--- src/rtl/stream_cipher_lfsr.sv ---
// stream_cipher_lfsr: Galois-LFSR keyed stream cipher with valid/ready handshakes on input and output
// Ports:
//   clk, reset         rising-edge clock, asynchronous active-high reset
//   seed_load/seed_in  one-cycle strobe that reseeds the keystream (a zero seed maps to SEED)
//   in_valid/in_ready/in_data     plaintext (or ciphertext) input stream
//   out_valid/out_ready/out_data  output stream, out_data = in_data ^ key, one cycle of latency
//   out_key            keystream word that produced the current out_data
//   word_count         words accepted since reset or the last seed load, wraps at 16 bits
// Optional: define STREAM_CIPHER_LOOPBACK_EN to add a self-check decryptor with
//   loop_data (decrypted output word) and loop_err (sticky mismatch flag).
module stream_cipher_lfsr #(
  parameter int DATA_W = 8,
  parameter int LFSR_W = 16,
  parameter logic [LFSR_W-1:0] TAPS = 16'hB400,
  parameter logic [LFSR_W-1:0] SEED = 16'hACE1
) (
  input  logic              clk,
  input  logic              reset,
  input  logic              seed_load,
  input  logic [LFSR_W-1:0] seed_in,
  input  logic              in_valid,
  output logic              in_ready,
  input  logic [DATA_W-1:0] in_data,
  output logic              out_valid,
  input  logic              out_ready,
  output logic [DATA_W-1:0] out_data,
  output logic [DATA_W-1:0] out_key,
  output logic [15:0]       word_count
`ifdef STREAM_CIPHER_LOOPBACK_EN
  ,
  output logic [DATA_W-1:0] loop_data,
  output logic              loop_err
`endif
);
  // DATA_W Galois steps unrolled into one combinational cycle
  function automatic logic [LFSR_W-1:0] advance(input logic [LFSR_W-1:0] s);
    logic [LFSR_W-1:0] r;
    r = s;
    for (int i = 0; i < DATA_W; i++) r = r[0] ? ((r >> 1) ^ TAPS) : (r >> 1);
    return r;
  endfunction
  logic [LFSR_W-1:0] lfsr_q, lfsr_d, seed_val;
  logic              out_valid_q, out_valid_d;
  logic [DATA_W-1:0] out_data_q, out_data_d, out_key_q, out_key_d, key;
  logic [15:0]       word_count_q, word_count_d;
  logic              accept, out_hs;
  always_comb begin
    seed_val     = (seed_in == '0) ? SEED : seed_in;
    key          = lfsr_q[DATA_W-1:0];
    in_ready     = !seed_load && (!out_valid_q || out_ready);
    accept       = in_valid && in_ready;
    out_hs       = out_valid_q && out_ready;
    lfsr_d       = seed_load ? seed_val : accept ? advance(lfsr_q) : lfsr_q;
    word_count_d = seed_load ? 16'd0 : accept ? word_count_q + 16'd1 : word_count_q;
    out_valid_d  = accept ? 1'b1 : out_hs ? 1'b0 : out_valid_q;
    out_data_d   = accept ? (in_data ^ key) : out_data_q;
    out_key_d    = accept ? key : out_key_q;
  end
  always_ff @(posedge clk or posedge reset) begin
    if (reset) begin
      lfsr_q       <= SEED;
      out_valid_q  <= 1'b0;
      out_data_q   <= '0;
      out_key_q    <= '0;
      word_count_q <= '0;
    end else begin
      lfsr_q       <= lfsr_d;
      out_valid_q  <= out_valid_d;
      out_data_q   <= out_data_d;
      out_key_q    <= out_key_d;
      word_count_q <= word_count_d;
    end
  end
  assign out_valid  = out_valid_q;
  assign out_data   = out_data_q;
  assign out_key    = out_key_q;
  assign word_count = word_count_q;
`ifdef STREAM_CIPHER_LOOPBACK_EN
  // Receiver-side twin: its keystream advances per delivered word, so it decrypts what the sink sees
  logic [LFSR_W-1:0] loop_lfsr_q, loop_lfsr_d;
  logic [DATA_W-1:0] plain_q, plain_d, loop_data_q, loop_data_d, loop_dec;
  logic              loop_err_q, loop_err_d;
  always_comb begin
    loop_dec    = out_data_q ^ loop_lfsr_q[DATA_W-1:0];
    loop_lfsr_d = seed_load ? seed_val : out_hs ? advance(loop_lfsr_q) : loop_lfsr_q;
    plain_d     = accept ? in_data : plain_q;
    loop_data_d = out_hs ? loop_dec : loop_data_q;
    loop_err_d  = seed_load ? 1'b0 : (out_hs && loop_dec != plain_q) ? 1'b1 : loop_err_q;
  end
  always_ff @(posedge clk or posedge reset) begin
    if (reset) begin
      loop_lfsr_q <= SEED;
      plain_q     <= '0;
      loop_data_q <= '0;
      loop_err_q  <= 1'b0;
    end else begin
      loop_lfsr_q <= loop_lfsr_d;
      plain_q     <= plain_d;
      loop_data_q <= loop_data_d;
      loop_err_q  <= loop_err_d;
    end
  end
  assign loop_data = loop_data_q;
  assign loop_err  = loop_err_q;
`endif
endmodule
--- config.mk ---
export PLATFORM = sky130hd
export DESIGN_NAME = stream_cipher_lfsr
export DESIGN_NICKNAME = d
export VERILOG_FILES = /design/src/rtl/stream_cipher_lfsr.sv
export SDC_FILE = /design/constraint.sdc
export NUM_CORES = 1
export LEC_CHECK = 0
export CORE_MARGIN = 2
export CORE_UTILIZATION = 50
export CTS_BUF_LIST = sky130_fd_sc_hd__clkbuf_2
export DETAILED_ROUTE_END_ITERATION = 16
export GPL_ROUTABILITY_DRIVEN = 0
export GPL_TIMING_DRIVEN = 0
export PLACE_DENSITY = 0.81
export SLEW_MARGIN = 20
export SYNTH_ARGS = -nofsm -noshare
export SYNTH_HDL_FRONTEND = slang
export SYNTH_SLANG_ARGS = --single-unit
--- constraint.sdc ---
create_clock -name clk -period 6.05 [get_ports clk]
set_clock_uncertainty 0.15 [all_clocks]
set_input_delay 0.605 -clock clk [delete_from_list [all_inputs] [get_ports clk]]
set_output_delay 0.605 -clock clk [all_outputs]
set_load 0.01 [all_outputs]
Word level (Yosys, flattened, before mapping)
Index checks and enable logic that the tools add are counted.
{"block": "totals", "ff_bits": 49, "latchBits": 0, "mem_bits_rw": 0, "mem_bits_ro": 0, "inputBits": 29, "out_inout_bits": 34, "word_cells": 39, "memories": 0}
{"block": "op_classes", "n_addsub": 1, "mul": 0, "div_mod_pow": 0, "magnitude_cmp": 0, "n_eq_ne": 0, "shifts": 0, "n_mux": 15, "n_bitwise": 9, "reduce_logical": 9}
{"cell": "$mux W16", "n": 13}
{"cell": "$not A3 Y4", "n": 8}
{"cell": "$add A16 B1 Y16 const B", "n": 1}
{"cell": "$logic_not A16 Y1", "n": 1}
{"cell": "$xor A8 B8 Y8", "n": 1}
{"cell": "$reduce_bool A2 Y1", "n": 2}
{"cell": "$logic_and A1 B1 Y1", "n": 3}
{"cell": "$logic_not A1 Y1", "n": 2}
{"cell": "$mux W1", "n": 2}
{"cell": "$logic_or A1 B1 Y1", "n": 1}

Logic depth before layout (Yosys ltp)
{"block": "depth", "word_depth": 18, "depth_mapped": 6, "mapped_depth_nobuf": 5}

Worst setup path after synthesis
No wires, ideal clock.
{"block": "synth_path", "path_kind": "input port to flip-flop", "from": "in seed_in[13]", "to": "reg lfsr_q[5]", "setup_time_ns": 0.081, "arrival_ns": 1.934, "required_time_ns": 5.819, "path_slack_ns": 3.884, "stages": 4, "n_path_buf": 0, "path_cell_list": "or4_1 o41ai_4 nor2_2 a211oi_2"}
{"block": "synth_via", "elab_chain_cells": 3}
{"element": "start, declared", "line": "20", "source": "input logic [LFSR_W-1:0] seed_in,"}
{"element": "$logic_not A16 Y1", "line": "48", "source": "seed_val = (seed_in == '0) ? SEED : seed_in;"}
{"element": "$mux W16", "line": "48"}
{"element": "$mux W16", "line": "53", "source": "lfsr_d = seed_load ? seed_val : accept ? advance(lfsr_q) : lfsr_q;"}
{"element": "end signal, assigned", "line": "67", "source": "lfsr_q <= lfsr_d;"}
{"element": "end, declared", "line": "42", "source": "logic [LFSR_W-1:0] lfsr_q, lfsr_d, seed_val;"}
No other way between the ends.
A chain may end at the register's enable or synchronous reset.

Worst setup path after layout
{"block": "layout_path", "from": "in seed_load", "to": "out in_ready"}
{"block": "layout_via", "elab_chain_cells": 2}
{"element": "start, declared", "line": "19", "source": "input logic seed_load,"}
{"element": "$logic_not A1 Y1", "line": "50", "source": "in_ready = !seed_load && (!out_valid_q || out_ready);"}
{"element": "$logic_and A1 B1 Y1", "line": "50"}
{"element": "end, declared", "line": "22", "source": "output logic in_ready,"}
No other way between the ends.

==> flow_summary.json <==
{
  "initial_core_util": 0.524,
  "grt_start_max_net_pins": 32,
  "cp_common_cell": "sky130_fd_sc_hd__clkdlybuf4s50_1",
  "synth_warnings": 0,
  "timing_hold_violations_final": 0,
  "yosys.cell_types.count": 38,
  "syn-num-nets": 293,
  "leakage_uw": 0.00133,
  "worstPathCellList": "clkdlybuf4s50_1 -> clkbuf_1 -> buf_1 -> nor2_1 -> clkdlybuf4s50_1",
  "synth.ff_latch_count": 49,
  "worst_setup_path_start_kind": "primary input",
  "slowest_stage": "sky130_fd_sc_hd__clkdlybuf4s50_1",
  "number_of_synthesized_flops_with_an_enable_pin": 0,
  "worst-endpoint-required_ps": 5290,
  "clock-sinks": 49,
  "clk_pin_slew_worst_paths_ps": 250,
  "drc": 0,
  "fp.dieW_um": 74.8,
  "cts_inserted_buffers": 5,
  "synth-seq-area-share": 0.493,
  "port-buffer-count": 62,
  "async_flop_share": 1.00,
  "period_needed_ps": 3440,
  "finalMaxSlewViolations": 0,
  "period_share": 0.569,
  "clock_tree.buffer_depth": 2,
  "layout-drive-gt1-share": 0.0868,
  "final_nets": 363,
  "final_core_utilization": 0.689,
  "worst_skew_pair.late_latency_ps": 440,
  "syn-mean-instance-area_um2": 9.54,
  "post-dp-hpwl_um": 4430,
  "ff2ff_path_depth": 5,
  "finalWorstSetupSlack_ps": 2610,
  "worst_setup_path_end_kind": "output port",
  "root_buffer": "sky130_fd_sc_hd__clkbuf_2",
  "totalNegativeSetupSlack_ps": 0,
  "rsz_0062_raised_after_global_routing": "false",
  "clock_tree.htree_level_count": 2,
  "detailedRoute.firstPassIterationCount": 4,
  "wire_length_of_the_first_global_routing_pass_um": 9790,
  "post_synth_fa_ha_maj_area_fraction": 0.00499,
  "clock_share_of_power": 0.221,
  "power.share.combinational": 0.281,
  "top_fanout_value_on_the_critical_path": 10,
  "min_path_type": "in2async",
  "first_iter_violations": 161,
  "postRouteWirelength_um": 6000,
  "synth_xor_area_frac": 0.101,
  "cts_tree": "built",
  "crit_type": "in2out",
  "power-per-cell-area_nw_per_um2": 240,
  "cap_viol_max_count": 0,
  "global_route.overflow_total": 0,
  "worst_ep_arrival_time_ps": 2690,
  "wl_per_cell_um": 15.0,
  "power.sequential.fraction": 0.498,
  "timing_worst_slew_pin_value_ps": 584,
  "postRouteAntennaNets": 0,
  "postSynthCellCount": 263,
  "outcome": "complete, no violations",
  "die_h_um": 74.8,
  "diode_insertion_count_for_antenna_repair": 0,
  "post_synth_top_flop": "sky130_fd_sc_hd__dfrtp_1",
  "vdd_drop_max_uv": 130,
  "overall_routing_resource_usage": 0.234,
  "place_ws_ps": 2630,
  "via_count_of_the_first_global_routing_pass": 2060,
  "area_growth_pct": 31.5,
  "power.net_switching_uw": 237,
  "vias": 2126,
  "max_clock_freq_mhz": 290,
  "cts_setup_buffers": 0,
  "avgViaCountPerCell": 5.30,
  "die_area_um2": 5600,
  "area_of_the_mapped_netlist_um2": 2510,
  "synthMuxAreaShare": 0.0454,
  "largest_family_of_logic_cells_by_synthesized_area": "simple AND/OR/NAND/NOR gates",
  "cts_resized": 0,
  "pint_uw": 557,
  "power.share.switching": 0.298,
  "report.final.setup_viol": 0,
  "core_area_um2": 4790,
  "num_rows": 25,
  "n_fill_cell": 392,
  "cts.hold.buffers_added": 0,
  "worst_path_largest_cell_delay_ps": 620,
  "grt_antenna_before_repair": 0,
  "synth-compound-area-share": 0.108,
  "worst_rel_slew_slack": 0.610,
  "ios": 63,
  "post_synth_and_or_nand_nor_area_fraction": 0.215
}
-- logic make-up after synthesis --
kind of cell,Yosys count
mux,11
fa+ha+maj,1
simple gates,111
xor+xnor,29
compound gates,41
buf+inv,21
flops,49
-- cell usage in the layout (no fill, tap or decap), types with 2 or more instances in the layout --
cell type                          n
sky130_fd_sc_hd__a21oi_1          11
sky130_fd_sc_hd__a22o_1            2
sky130_fd_sc_hd__and2_1            2
sky130_fd_sc_hd__buf_2             2
sky130_fd_sc_hd__clkbuf_1         14
sky130_fd_sc_hd__clkbuf_2          5
sky130_fd_sc_hd__clkdlybuf4s50_1  62
sky130_fd_sc_hd__dfrtp_1          41
sky130_fd_sc_hd__dfstp_2           8
sky130_fd_sc_hd__inv_1             3
sky130_fd_sc_hd__mux2_2            3
sky130_fd_sc_hd__mux2i_1           8
sky130_fd_sc_hd__nand2_1          50
sky130_fd_sc_hd__nand2b_1          7
sky130_fd_sc_hd__nand3_1           7
sky130_fd_sc_hd__nand3b_1          2
sky130_fd_sc_hd__nand4_1           2
sky130_fd_sc_hd__nor2_1           15
sky130_fd_sc_hd__nor2b_1           3
sky130_fd_sc_hd__nor3_1            5
sky130_fd_sc_hd__nor4_1            5
sky130_fd_sc_hd__o21ai_0          19
sky130_fd_sc_hd__o221a_2           2
sky130_fd_sc_hd__o22a_1            2
sky130_fd_sc_hd__or3_1             4
sky130_fd_sc_hd__or4_1             4
sky130_fd_sc_hd__xnor2_1          21
sky130_fd_sc_hd__xor2_1            8
-- synth_stat cells, types with 3 or more instances --
library cell | n | share of area
sky130_fd_sc_hd__clkbuf_1 | 14 | 0.021
sky130_fd_sc_hd__dfrtp_1 | 41 | 0.41
sky130_fd_sc_hd__xor2_1 | 8 | 0.028
sky130_fd_sc_hd__nor2_1 | 15 | 0.022
sky130_fd_sc_hd__xnor2_1 | 21 | 0.073
sky130_fd_sc_hd__a21oi_1 | 11 | 0.022
sky130_fd_sc_hd__or4_1 | 4 | 0.012
sky130_fd_sc_hd__nor2b_1 | 3 | 0.0075
sky130_fd_sc_hd__or3_1 | 4 | 0.010
sky130_fd_sc_hd__nor3_1 | 5 | 0.010
sky130_fd_sc_hd__nand2b_1 | 7 | 0.017
sky130_fd_sc_hd__nor4_1 | 5 | 0.012
sky130_fd_sc_hd__inv_1 | 4 | 0.0060
sky130_fd_sc_hd__mux2i_1 | 8 | 0.032
sky130_fd_sc_hd__nand3_1 | 7 | 0.014
sky130_fd_sc_hd__o21ai_0 | 19 | 0.038
sky130_fd_sc_hd__mux2_2 | 3 | 0.013
sky130_fd_sc_hd__nand2_1 | 50 | 0.075
sky130_fd_sc_hd__dfstp_2 | 8 | 0.084
-- layout make-up --
cell class | count | area [µm²] | share of cell area
Sequential cell | 49 | 1240 | 0.375
Tap cell | 67 | 83.8 | 0.0254
Buffer | 17 | 66.3 | 0.0201
Timing Repair Buffer | 63 | 641 | 0.194
Clock inverter | 3 | 41.3 | 0.0125
Multi-Input combinational cell | 193 | 1190 | 0.361
Inverter | 4 | 15.0 | 0.00455
Clock buffer | 5 | 25.0 | 0.00758
-- path summary, 6_finish.rpt --
| path | start | endpoint | slack (ps) |
|---|---|---|---|
| min in group clk | lfsr_q[11]$_DFFE_PP1P_ | lfsr_q[11]$_DFFE_PP1P_ | 360 |
| worst min register to register | lfsr_q[11]$_DFFE_PP1P_ | lfsr_q[11]$_DFFE_PP1P_ | 360 |
| max in group asynchronous | reset | lfsr_q[0]$_DFFE_PP1P_ | 4880 |
| worst max-delay path | seed_load | in_ready | 2610 |
| worst max register to register | out_valid$_DFFE_PP0P_ | word_count[15]$_DFFE_PP0P_ | 3930 |
| worst min-delay path | reset | word_count[4]$_DFFE_PP0P_ | 280 |
-- power by group through the flow --
stage / Sequential, µW / Combinational (µW) / Clock (µW)
after CTS: 395 / 224 / 178
final: 395 / 223 / 175
after floorplan: 410 / 112 / 0
after global routing: 401 / 245 / 191
after detailed placement: 401 / 222 / 0
after global placement: 400 / 216 / 0
-- worst max-delay path, delay by kind of cell --
| family | cells | cell delay [ps] |
|---|---|---|
| buffers and inverters | 4 | 1980 |
| AND/OR/NAND/NOR | 1 | 100 |
-- registers in the layout, indices dropped and copies added (netlist names) --
signal / flops
out_data: 8
word_count: 16
lfsr_q: 16
out_key: 8
out_valid: 1
-- routing by layer --
metal	vias to the layer above	wire, µm	global-route usage
li1	1033	-	-
met1	1006	2610	0.319
met2	78	2950	0.371
met3	9	369	0.0522
met4	0	72	0.0794
met5	-	0	0
-- metrics by stage --
step / cell area (µm²) / hold WS [ps] / cells / power (µW)
6_report: 3300 / 277 / 401 / 793
3_3_place_gp: 3210 / 310 / 392 / 616
3_5_place_dp: 3230 / 312 / 393 / 623
5_1_grt: 3300 / 295 / 401 / 837
4_1_cts: 3300 / 274 / 401 / 798
2_1_floorplan: 2510 / 307 / 263 / 522
Note: power is estimated with default switching activity, not from simulation.
